### config.mk
export PLATFORM = sky130hd
export DESIGN_NAME = reg_cfg_seq_flat
export DESIGN_NICKNAME = d
export VERILOG_FILES = /design/src/rtl/hdmi_cfg_pkg.sv /design/src/rtl/reg_cfg_seq_if.sv /design/src/rtl/reg_cfg_seq.sv /design/src/flat_wrapper.sv
export SDC_FILE = /design/constraint.sdc
export NUM_CORES = 1
export LEC_CHECK = 0
export CAP_MARGIN = 20
export CORE_ASPECT_RATIO = 1.25
export CORE_MARGIN = 2
export CORE_UTILIZATION = 50
export CTS_CLUSTER_SIZE = 10
export DETAILED_ROUTE_END_ITERATION = 6
export PLACE_DENSITY = 0.73
export SYNTH_ARGS = -nofsm -noshare
export SYNTH_HDL_FRONTEND = slang
export SYNTH_SLANG_ARGS = --single-unit
### constraint.sdc
create_clock -name clk -period 2.9 [get_ports clk]
set_input_delay 0.58 -clock clk [delete_from_list [all_inputs] [get_ports clk]]
set_output_delay 0.58 -clock clk [all_outputs]
set_load 0.02 [all_outputs]
### src/rtl/hdmi_cfg_pkg.sv
// ----------------------------------------------------------------------------
// hdmi_cfg_pkg
// Types and constants shared by the HDMI transmitter configuration path:
//   - seq_state_e        : state encoding of the register-configuration sequencer
//   - DELAY_MARK_DEFAULT : register-address value that tags a delay entry
//   - REG_ADDR_W / REG_DATA_W / ENTRY_W : widths of one {reg_addr, reg_data} pair
//   - pack_entry()       : builds one table pair from an address and a data byte
// ----------------------------------------------------------------------------
package hdmi_cfg_pkg;

    typedef enum logic [2:0] {
        ST_IDLE,
        ST_FETCH,
        ST_ISSUE,
        ST_WAIT,
        ST_DELAY,
        ST_DONE,
        ST_ERROR
    } seq_state_e;

    localparam logic [7:0] DELAY_MARK_DEFAULT = 8'hFF;

    localparam int REG_ADDR_W = 8;
    localparam int REG_DATA_W = 8;
    localparam int ENTRY_W    = REG_ADDR_W + REG_DATA_W;

    function automatic logic [ENTRY_W-1:0] pack_entry(input logic [REG_ADDR_W-1:0] reg_addr,
                                                      input logic [REG_DATA_W-1:0] reg_data);
        return {reg_addr, reg_data};
    endfunction

endpackage

### src/rtl/reg_cfg_seq_if.sv
// ----------------------------------------------------------------------------
// reg_cfg_seq_if
// Write-request channel between the configuration sequencer and the I2C master.
//   wr_req   : write request (sequencer -> master)
//   wr_ready : master accepts when wr_req && wr_ready
//   wr_dev   : 7-bit I2C device address
//   wr_reg   : register address
//   wr_data  : register data
//   wr_done  : one-cycle pulse at the end of a transfer (master -> sequencer)
//   wr_ack   : qualified by wr_done; 1 = ACK, 0 = NACK
// Modports: master = request side (sequencer), slave = I2C master side.
// ----------------------------------------------------------------------------
interface reg_cfg_seq_if #(
    parameter int ADDR_W = 8,
    parameter int DATA_W = 8
);
    logic              wr_req;
    logic              wr_ready;
    logic [6:0]        wr_dev;
    logic [ADDR_W-1:0] wr_reg;
    logic [DATA_W-1:0] wr_data;
    logic              wr_done;
    logic              wr_ack;

    modport master (
        output wr_req, wr_dev, wr_reg, wr_data,
        input  wr_ready, wr_done, wr_ack
    );

    modport slave (
        input  wr_req, wr_dev, wr_reg, wr_data,
        output wr_ready, wr_done, wr_ack
    );
endinterface

### src/rtl/reg_cfg_seq.sv
// ----------------------------------------------------------------------------
// reg_cfg_seq
// Walks a {reg_addr, reg_data} table and issues one I2C write per entry, with
// NACK retry, delay entries (reg_addr == DELAY_MARK) and restart on start.
//   clk, rst_n : clock, asynchronous active-low reset
//   start      : pulse; (re)starts the sequence at index 0 from IDLE/DONE/ERROR
//   tbl_idx    : index of the table entry being read
//   tbl_entry  : {reg_addr, reg_data} for tbl_idx (combinational table)
//   bus        : write channel to the I2C master (request side)
//   busy       : sequence in progress
//   done       : every entry written; held until the next start
//   error      : retries exhausted; held until the next start
//   err_idx    : index of the entry that failed
// ----------------------------------------------------------------------------
module reg_cfg_seq
    import hdmi_cfg_pkg::*;
#(
    parameter int                NUM_ENTRIES = 31,
    parameter int                ADDR_W      = 8,
    parameter int                DATA_W      = 8,
    parameter logic [6:0]        DEV_ADDR    = 7'h39,
    parameter int                MAX_RETRY   = 3,
    parameter logic [ADDR_W-1:0] DELAY_MARK  = ADDR_W'(DELAY_MARK_DEFAULT),
    parameter int                DELAY_UNIT  = 1000,
    localparam int               IDX_W       = (NUM_ENTRIES > 1) ? $clog2(NUM_ENTRIES) : 1
) (
    input  logic                     clk,
    input  logic                     rst_n,
    input  logic                     start,
    output logic [IDX_W-1:0]         tbl_idx,
    input  logic [ADDR_W+DATA_W-1:0] tbl_entry,
    reg_cfg_seq_if.master            bus,
    output logic                     busy,
    output logic                     done,
    output logic                     error,
    output logic [IDX_W-1:0]         err_idx
);

    // The counter must hold (2^DATA_W - 1) * DELAY_UNIT - 1.
    localparam longint DLY_SPAN = (longint'(1) << DATA_W) * longint'(DELAY_UNIT);
    localparam int     CNT_W    = (DLY_SPAN > 2) ? $clog2(DLY_SPAN) : 1;
    localparam int     RTY_W    = (MAX_RETRY > 0) ? $clog2(MAX_RETRY + 1) : 1;

    seq_state_e        state;
    logic [RTY_W-1:0]  retry;
    logic [CNT_W-1:0]  dly_cnt;
    logic              wr_req_q;
    logic [ADDR_W-1:0] wr_reg_q;
    logic [DATA_W-1:0] wr_data_q;

    logic [ADDR_W-1:0] entry_addr;
    logic [DATA_W-1:0] entry_data;
    logic              last_entry;

    assign entry_addr = tbl_entry[ADDR_W+DATA_W-1:DATA_W];
    assign entry_data = tbl_entry[DATA_W-1:0];
    assign last_entry = (tbl_idx == IDX_W'(NUM_ENTRIES - 1));

    assign bus.wr_req  = wr_req_q;
    assign bus.wr_dev  = DEV_ADDR;
    assign bus.wr_reg  = wr_reg_q;
    assign bus.wr_data = wr_data_q;

    // NOTE: sequential state uses non-blocking assignments only, so every
    // register in this block sees the pre-edge value of every other one.
    always_ff @(posedge clk or negedge rst_n) begin
        if (!rst_n) begin
            state     <= ST_IDLE;
            tbl_idx   <= '0;
            retry     <= '0;
            dly_cnt   <= '0;
            wr_req_q  <= 1'b0;
            wr_reg_q  <= '0;
            wr_data_q <= '0;
            busy      <= 1'b0;
            done      <= 1'b0;
            error     <= 1'b0;
            err_idx   <= '0;
        end else begin
            case (state)
                ST_IDLE, ST_DONE, ST_ERROR: begin
                    if (start) begin
                        tbl_idx <= '0;
                        retry   <= '0;
                        done    <= 1'b0;
                        error   <= 1'b0;
                        busy    <= 1'b1;
                        state   <= ST_FETCH;
                    end
                end

                ST_FETCH: begin
                    wr_reg_q  <= entry_addr;
                    wr_data_q <= entry_data;
                    if (entry_addr == DELAY_MARK) begin
                        // A zero count still spends one cycle in DELAY.
                        dly_cnt <= (entry_data == '0) ? '0
                                 : CNT_W'(entry_data) * CNT_W'(DELAY_UNIT) - CNT_W'(1);
                        state   <= ST_DELAY;
                    end else begin
                        wr_req_q <= 1'b1;
                        state    <= ST_ISSUE;
                    end
                end

                // A wr_done arriving here is deliberately not looked at.
                ST_ISSUE: begin
                    if (bus.wr_ready) begin
                        wr_req_q <= 1'b0;
                        state    <= ST_WAIT;
                    end
                end

                ST_WAIT: begin
                    if (bus.wr_done) begin
                        if (bus.wr_ack) begin
                            if (last_entry) begin
                                done  <= 1'b1;
                                busy  <= 1'b0;
                                state <= ST_DONE;
                            end else begin
                                tbl_idx <= tbl_idx + 1'b1;
                                retry   <= '0;
                                state   <= ST_FETCH;
                            end
                        end else if (retry < RTY_W'(MAX_RETRY)) begin
                            retry    <= retry + 1'b1;
                            wr_req_q <= 1'b1;
                            state    <= ST_ISSUE;
                        end else begin
                            err_idx <= tbl_idx;
                            error   <= 1'b1;
                            busy    <= 1'b0;
                            state   <= ST_ERROR;
                        end
                    end
                end

                ST_DELAY: begin
                    if (dly_cnt == '0) begin
                        if (last_entry) begin
                            done  <= 1'b1;
                            busy  <= 1'b0;
                            state <= ST_DONE;
                        end else begin
                            tbl_idx <= tbl_idx + 1'b1;
                            retry   <= '0;
                            state   <= ST_FETCH;
                        end
                    end else begin
                        dly_cnt <= dly_cnt - 1'b1;
                    end
                end

                default: state <= ST_IDLE;
            endcase
        end
    end

endmodule

### src/flat_wrapper.sv
// flat-port wrapper written by rule: the top's interface ports become plain ports
module reg_cfg_seq_flat import hdmi_cfg_pkg::*;
#(
    parameter int                NUM_ENTRIES = 31,
    parameter int                ADDR_W      = 8,
    parameter int                DATA_W      = 8,
    parameter logic [6:0]        DEV_ADDR    = 7'h39,
    parameter int                MAX_RETRY   = 3,
    parameter logic [ADDR_W-1:0] DELAY_MARK  = ADDR_W'(DELAY_MARK_DEFAULT),
    parameter int                DELAY_UNIT  = 1000,
    localparam int               IDX_W       = (NUM_ENTRIES > 1) ? $clog2(NUM_ENTRIES) : 1
)
  (clk, rst_n, start, tbl_idx, tbl_entry, busy, done, error, err_idx, bus_wr_req, bus_wr_dev, bus_wr_reg, bus_wr_data, bus_wr_ready, bus_wr_done, bus_wr_ack);
  reg_cfg_seq_if #(.ADDR_W(ADDR_W), .DATA_W(DATA_W)) bus_i ();
  input  logic clk;
  input  logic rst_n;
  input  logic start;
  output logic [IDX_W-1:0] tbl_idx;
  input  logic [ADDR_W+DATA_W-1:0] tbl_entry;
  output logic busy;
  output logic done;
  output logic error;
  output logic [IDX_W-1:0] err_idx;
  output wire logic [$bits(bus_i.wr_req)-1:0] bus_wr_req;
  output wire logic [$bits(bus_i.wr_dev)-1:0] bus_wr_dev;
  output wire logic [$bits(bus_i.wr_reg)-1:0] bus_wr_reg;
  output wire logic [$bits(bus_i.wr_data)-1:0] bus_wr_data;
  input wire logic [$bits(bus_i.wr_ready)-1:0] bus_wr_ready;
  input wire logic [$bits(bus_i.wr_done)-1:0] bus_wr_done;
  input wire logic [$bits(bus_i.wr_ack)-1:0] bus_wr_ack;
  assign bus_wr_req = bus_i.wr_req;
  assign bus_wr_dev = bus_i.wr_dev;
  assign bus_wr_reg = bus_i.wr_reg;
  assign bus_wr_data = bus_i.wr_data;
  assign bus_i.wr_ready = bus_wr_ready;
  assign bus_i.wr_done = bus_wr_done;
  assign bus_i.wr_ack = bus_wr_ack;
  reg_cfg_seq #(.NUM_ENTRIES(NUM_ENTRIES), .ADDR_W(ADDR_W), .DATA_W(DATA_W), .DEV_ADDR(DEV_ADDR), .MAX_RETRY(MAX_RETRY), .DELAY_MARK(DELAY_MARK), .DELAY_UNIT(DELAY_UNIT)) u_core (.clk(clk), .rst_n(rst_n), .start(start), .tbl_idx(tbl_idx), .tbl_entry(tbl_entry), .bus(bus_i), .busy(busy), .done(done), .error(error), .err_idx(err_idx));
endmodule
# Word-level counts from Yosys, hierarchy flattened
# Cells that the tools add are included.
[word_totals]
ff_bits = 53
out_inout_bits = 37
elab_cells = 105
input_bits = 22
[classes]
n_eq_ne = 21
reduce_logical = 16
multipliers = 1
n_addsub = 4
bitwise_logic = 2
magnitude_cmp = 1
n_mux = 49
[op_table]
columns = ["operator", "count"]
rows = [
  ["18-bit 2-to-1 mux", 3],
  ["18-bit case mux with 2 select lines", 1],
  ["18-bit by 1-bit subtractor with 18-bit output, second input constant", 2],
  ["5-bit 2-to-1 mux", 5],
  ["3-bit 2-to-1 mux", 8],
  ["5-bit AND reduction", 4],
  ["1-bit 2-to-1 mux", 19],
  ["18-bit logical NOT", 1],
  ["2-bit != test, second input constant", 8],
  ["8-bit by 7-bit multiplier with 15-bit output, second input constant", 1],
  ["3-bit case mux with 5 select lines", 1],
  ["5-bit case mux with 3 select lines", 1],
  ["2-bit 2-to-1 mux", 6],
  ["3-bit equality test, second input constant", 3],
  ["1-bit case mux with 3 select lines", 3],
  ["8-bit equality test, second input constant", 1],
  ["8-bit logical NOT", 1],
  ["4-bit AND reduction", 2],
  ["3-bit by 2-bit equality test with 1-bit output, second input constant", 2],
  ["2-bit by 1-bit != test with 1-bit output, second input constant", 3],
  ["2-bit case mux with 3 select lines", 1],
  ["6-bit AND reduction", 1],
  ["3-bit nonzero test", 2],
  ["5-bit by 1-bit adder with 5-bit output, second input constant", 1],
  ["other kinds (12)", 14],
]

# Depth between registers and ports, before layout
[logic_depth]
depth_word = 5
depth_mapped = 17
depth_no_buf = 16

# Least setup slack after synthesis
# OpenSTA, ideal clock, no wires.
[synth_timing]
path_type = "in2reg"
from = "input tbl_entry[1]"
to = "register u_core.dly_cnt[15]"
setup_time_ns = 0.126
required_time_ns = 2.774
arrival_time_ns = 4.860
n_path_buf = 0
slack_ns = -2.086
path_stages = 15
cell_sequence = "fa_1 inv_1 fa_1 fa_1 fa_1 inv_1 ha_1 a21o_1 a31o_1 or3_4 a2111oi_4 nand3_1 nor2_1 xor2_1 a221o_1"
[synth_between]
elab_chain_cells = 5
word_cells_on_any_way = 6
cone_classes = "add/sub: 1; mul: 1; mux: 3; reduce/logical: 1"
[synth_lines]
columns = ["item", "line", "rtl"]
rows = [
  ["start: declaration", "flat_wrapper.sv:19", "input logic [ADDR_W+DATA_W-1:0] tbl_entry;"],
  ["8-bit by 7-bit multiplier with 15-bit output", "reg_cfg_seq.sv:98", ": CNT_W'(entry_data) * CNT_W'(DELAY_UNIT) - CNT_W'(1);"],
  ["18-bit by 1-bit subtractor with 18-bit output", "reg_cfg_seq.sv:98", ""],
  ["18-bit 2-to-1 mux (*)", "reg_cfg_seq.sv:97", "dly_cnt <= (entry_data == '0) ? '0"],
  ["18-bit 2-to-1 mux (*)", "reg_cfg_seq.sv:95", "if (entry_addr == DELAY_MARK) begin"],
  ["18-bit case mux with 2 select lines (*)", "reg_cfg_seq.sv:80", "case (state)"],
  ["end signal: assignment", "reg_cfg_seq.sv:97", ""],
  ["end signal: assignment", "reg_cfg_seq.sv:151", "dly_cnt <= dly_cnt - 1'b1;"],
  ["end: declaration", "reg_cfg_seq.sv:46", "logic [CNT_W-1:0] dly_cnt;"],
]
# Every way passes the cells marked *; elsewhere a longest branch is shown, timed or not. The select of a mux whose other input is x is not followed.
# A chain may end at the register's enable or synchronous reset.

# Worst setup path after layout
[layout_timing]
from = "input tbl_entry[1]"
to = "register u_core.dly_cnt[17]"
# Same word-level chain as after synthesis.

==> impl_metrics.py <==
metrics = {
    "outcome": {
        "run_status": "finished with violations",
        "violations": "negative setup slack",
    },
    "clocking": {
        "numCtsBuffers": 5,
        "h-tree-depth": 2,
        "path_clk_slew_ps": 100,
        "cts-root-buf": "clkbuf_8",
        "clock-sinks": 53,
        "cts_tree": "yes",
        "clk_latency_ps": 310,
        "clk_path_buf_depth": 2,
    },
    "sta": {
        "final_max_slew_viol_count": 0,
        "rsz0062_at_grt": "yes",
        "min_period_ps": 4640,
        "finalCritPeriodShare": 1.60,
        "max_freq_mhz": 216,
        "layout_setup_ws_ps": -1740,
        "max_slew_margin": 0.661,
        "skew_ps": 6.22,
        "tightest_slew_ps": 505,
        "hold_viol_final": 0,
        "hold_slack_ps": 238,
        "finalSetupViolCount": 10,
    },
    "global_routing": {
        "grt_pass1_vias": 4078,
        "grt_max_degree": 54,
        "grt_overflow": 0,
        "grt_pass1_wl_mm": 18.6,
        "groute.usage.overall": 0.232,
        "antenna_found_initial": 0,
    },
    "floorplan": {
        "dieWidth_um": 89.2,
        "pin_count": 59,
        "dieHeight_um": 110,
        "placementRows": 38,
        "start_util": 0.518,
        "die_area_um2": 9850,
        "core_area_um2": 8750,
    },
    "critical_path": {
        "crit_start": "tbl_entry[1]",
        "critPathMaxFanout": 3,
        "reg2reg_from": "u_core.dly_cnt[0]",
        "worstSetupPathType": "in2reg",
        "cp-end-kind": "flip-flop",
        "critical_path_arrival_ps": 4840,
        "critPathRequiredTime_ps": 3100,
        "start_kind": "input port",
    },
    "power": {
        "ir_drop_mv": 0.541,
        "p_leak_nw": 2.72,
        "finalPower_mw": 6.01,
        "power_density_nw_per_um2": 993,
    },
    "synth": {
        "synth_ff_type": "dfrtp_1",
        "yosys-top-cells-area": "dfrtp_1 (29%), ha_1 (13%), fa_1 (9.3%), o21ai_0 (4.2%), a21oi_1 (3.8%)",
        "synth_edf_count": 0,
        "synth_cell_type_count": 61,
        "netlist_area_um2": 4530,
        "synth_most_common_cell": "dfrtp_1",
        "yosysTopAreaCellShare": 0.292,
        "synthCells": 499,
        "synth_common_cells": "dfrtp_1 (53), ha_1 (47), inv_1 (42), nand2_1 (42), nor2_1 (40)",
        "synth_largest_area_cell": "dfrtp_1",
        "ys_ff_latch": 53,
        "ys_warn_count": 0,
        "avgSynthCellArea_um2": 9.09,
        "seq_area_frac_synth": 0.292,
        "async_reset_ff_frac": 1.00,
    },
    "placement": {
        "place_congestion": 0.853,
        "io_buffers": 51,
        "pre_cts_slack_ps": -2420,
        "dp_hpwl_mm": 8.77,
        "place_area_um2": 5700,
    },
    "drt": {
        "drt_iter0_drc": 184,
        "drc": 0,
        "routed_wirelength_mm": 11.1,
        "vias_per_cell": 5.51,
        "drt_pass1_iterations": 5,
        "met3WireLength_um": 294,
        "wl_per_cell_um": 15.2,
        "met2RoutedLength_mm": 6.35,
        "via_count": 4040,
        "met1_length_mm": 4.25,
        "maxUsedRoutingLayer": "met4",
        "ant_nets": 0,
    },
    "job": {
        "drv_cap": 0,
    },
    "final_layout": {
        "num_antenna_cells": 0,
        "design_area_um2": 6050,
        "drive_gt1_frac": 0.241,
        "nFillCells": 702,
        "largest_reg_flops": 18,
        "layout.nets": 702,
        "syn_to_final_growth_pct": 33.5,
    },
    "min_path": {
        "worstHoldPathType": "in2async",
    },
}
-- layout make-up --
cell class                      count  area [um^2]  area share
Multi-Input combinational cell    387         3220       0.532
Clock inverter                      2         17.5     0.00289
Clock buffer                        6         82.6      0.0136
Tap cell                          120          150      0.0248
Sequential cell                    53         1330       0.219
Timing Repair Buffer              122         1090       0.180
Inverter                           43          169      0.0279
-- cells in the final DEF, fill, tap and decap left out, types with 7 or more instances in the layout --
cell	n
xnor2_1	9
ha_4	7
nand2_1	41
ha_1	40
a31oi_1	8
nor2_1	39
a21oi_1	33
fa_1	21
clkdlybuf4s50_1	44
dfrtp_1	53
mux2_2	13
conb_1	7
o21ai_0	34
xor2_1	10
inv_1	32
nand3_1	8
buf_6	10
buf_4	61
inv_2	8
nand4_1	8
-- cell families (layout without fill, tap and decap cells) --
kind of cell             Yosys count  after routing  synth area share
AND/OR/NAND/NOR                  145            145             0.159
other                              2              7           0.00166
flip-flops                        53             53             0.292
adder cells (fa/ha/maj)           68             68             0.222
XOR/XNOR                          27             27            0.0522
multiplexers                      15             15            0.0367
AO/OA/AOI/OAI                    125            125             0.176
buffers and inverters             64            173            0.0588
-- through the flow --
stage                     instances  utilization  TNS, ps
final                           733        0.692   -13670
after global routing            733        0.692   -15290
after CTS                       731        0.682   -14460
after detailed placement        718        0.652   -22290
after global placement          718        0.652   -21940
after floorplan                 504            -   -13650
-- power by group --
part	internal [mW]	switching, mW
logic	2.13	2.17
registers	1.00	0.252
clock network	0.199	0.255
-- routing by layer --
layer,vias to the layer above,track usage
met1,1974,0.277
met2,87,0.430
li1,1963,-
met5,-,0
met3,16,0.0187
met4,0,0.0647
-- critical path: stages --
cell,delay (ps)
buf_8,100
fa_1,570
xor2_1,190
ha_1,270
fa_1,520
inv_2,40
fa_1,510
inv_2,50
ha_4,150
a21o_1,190
a31o_1,200
or3_4,360
a2111oi_4,380
nand3_2,190
nor4_4,300
xnor2_1,150
a21oi_1,90
-- worst paths after layout --
kind,end,slack [ps],cells past startpoint
min in group clk,u_core.err_idx[0],490,2
hold / removal,u_core.err_idx[4],240,2
hold reg to reg,u_core.err_idx[0],490,2
max in group asynchronous,u_core.dly_cnt[5],2420,2
setup reg to reg,u_core.tbl_idx[3],330,10
setup / recovery,u_core.dly_cnt[17],-1740,17
-- timing repair --
action / in CTS / in global routing
resized for setup: 53 / 13
pin swaps: 35 / 23
setup endpoints to repair: 11 / 27
endpoints found under the hold margin: 0 / 0
setup buffers: 5 / 2
hold buffers: 0 / 0
Note: power is estimated with default switching activity, not from simulation.
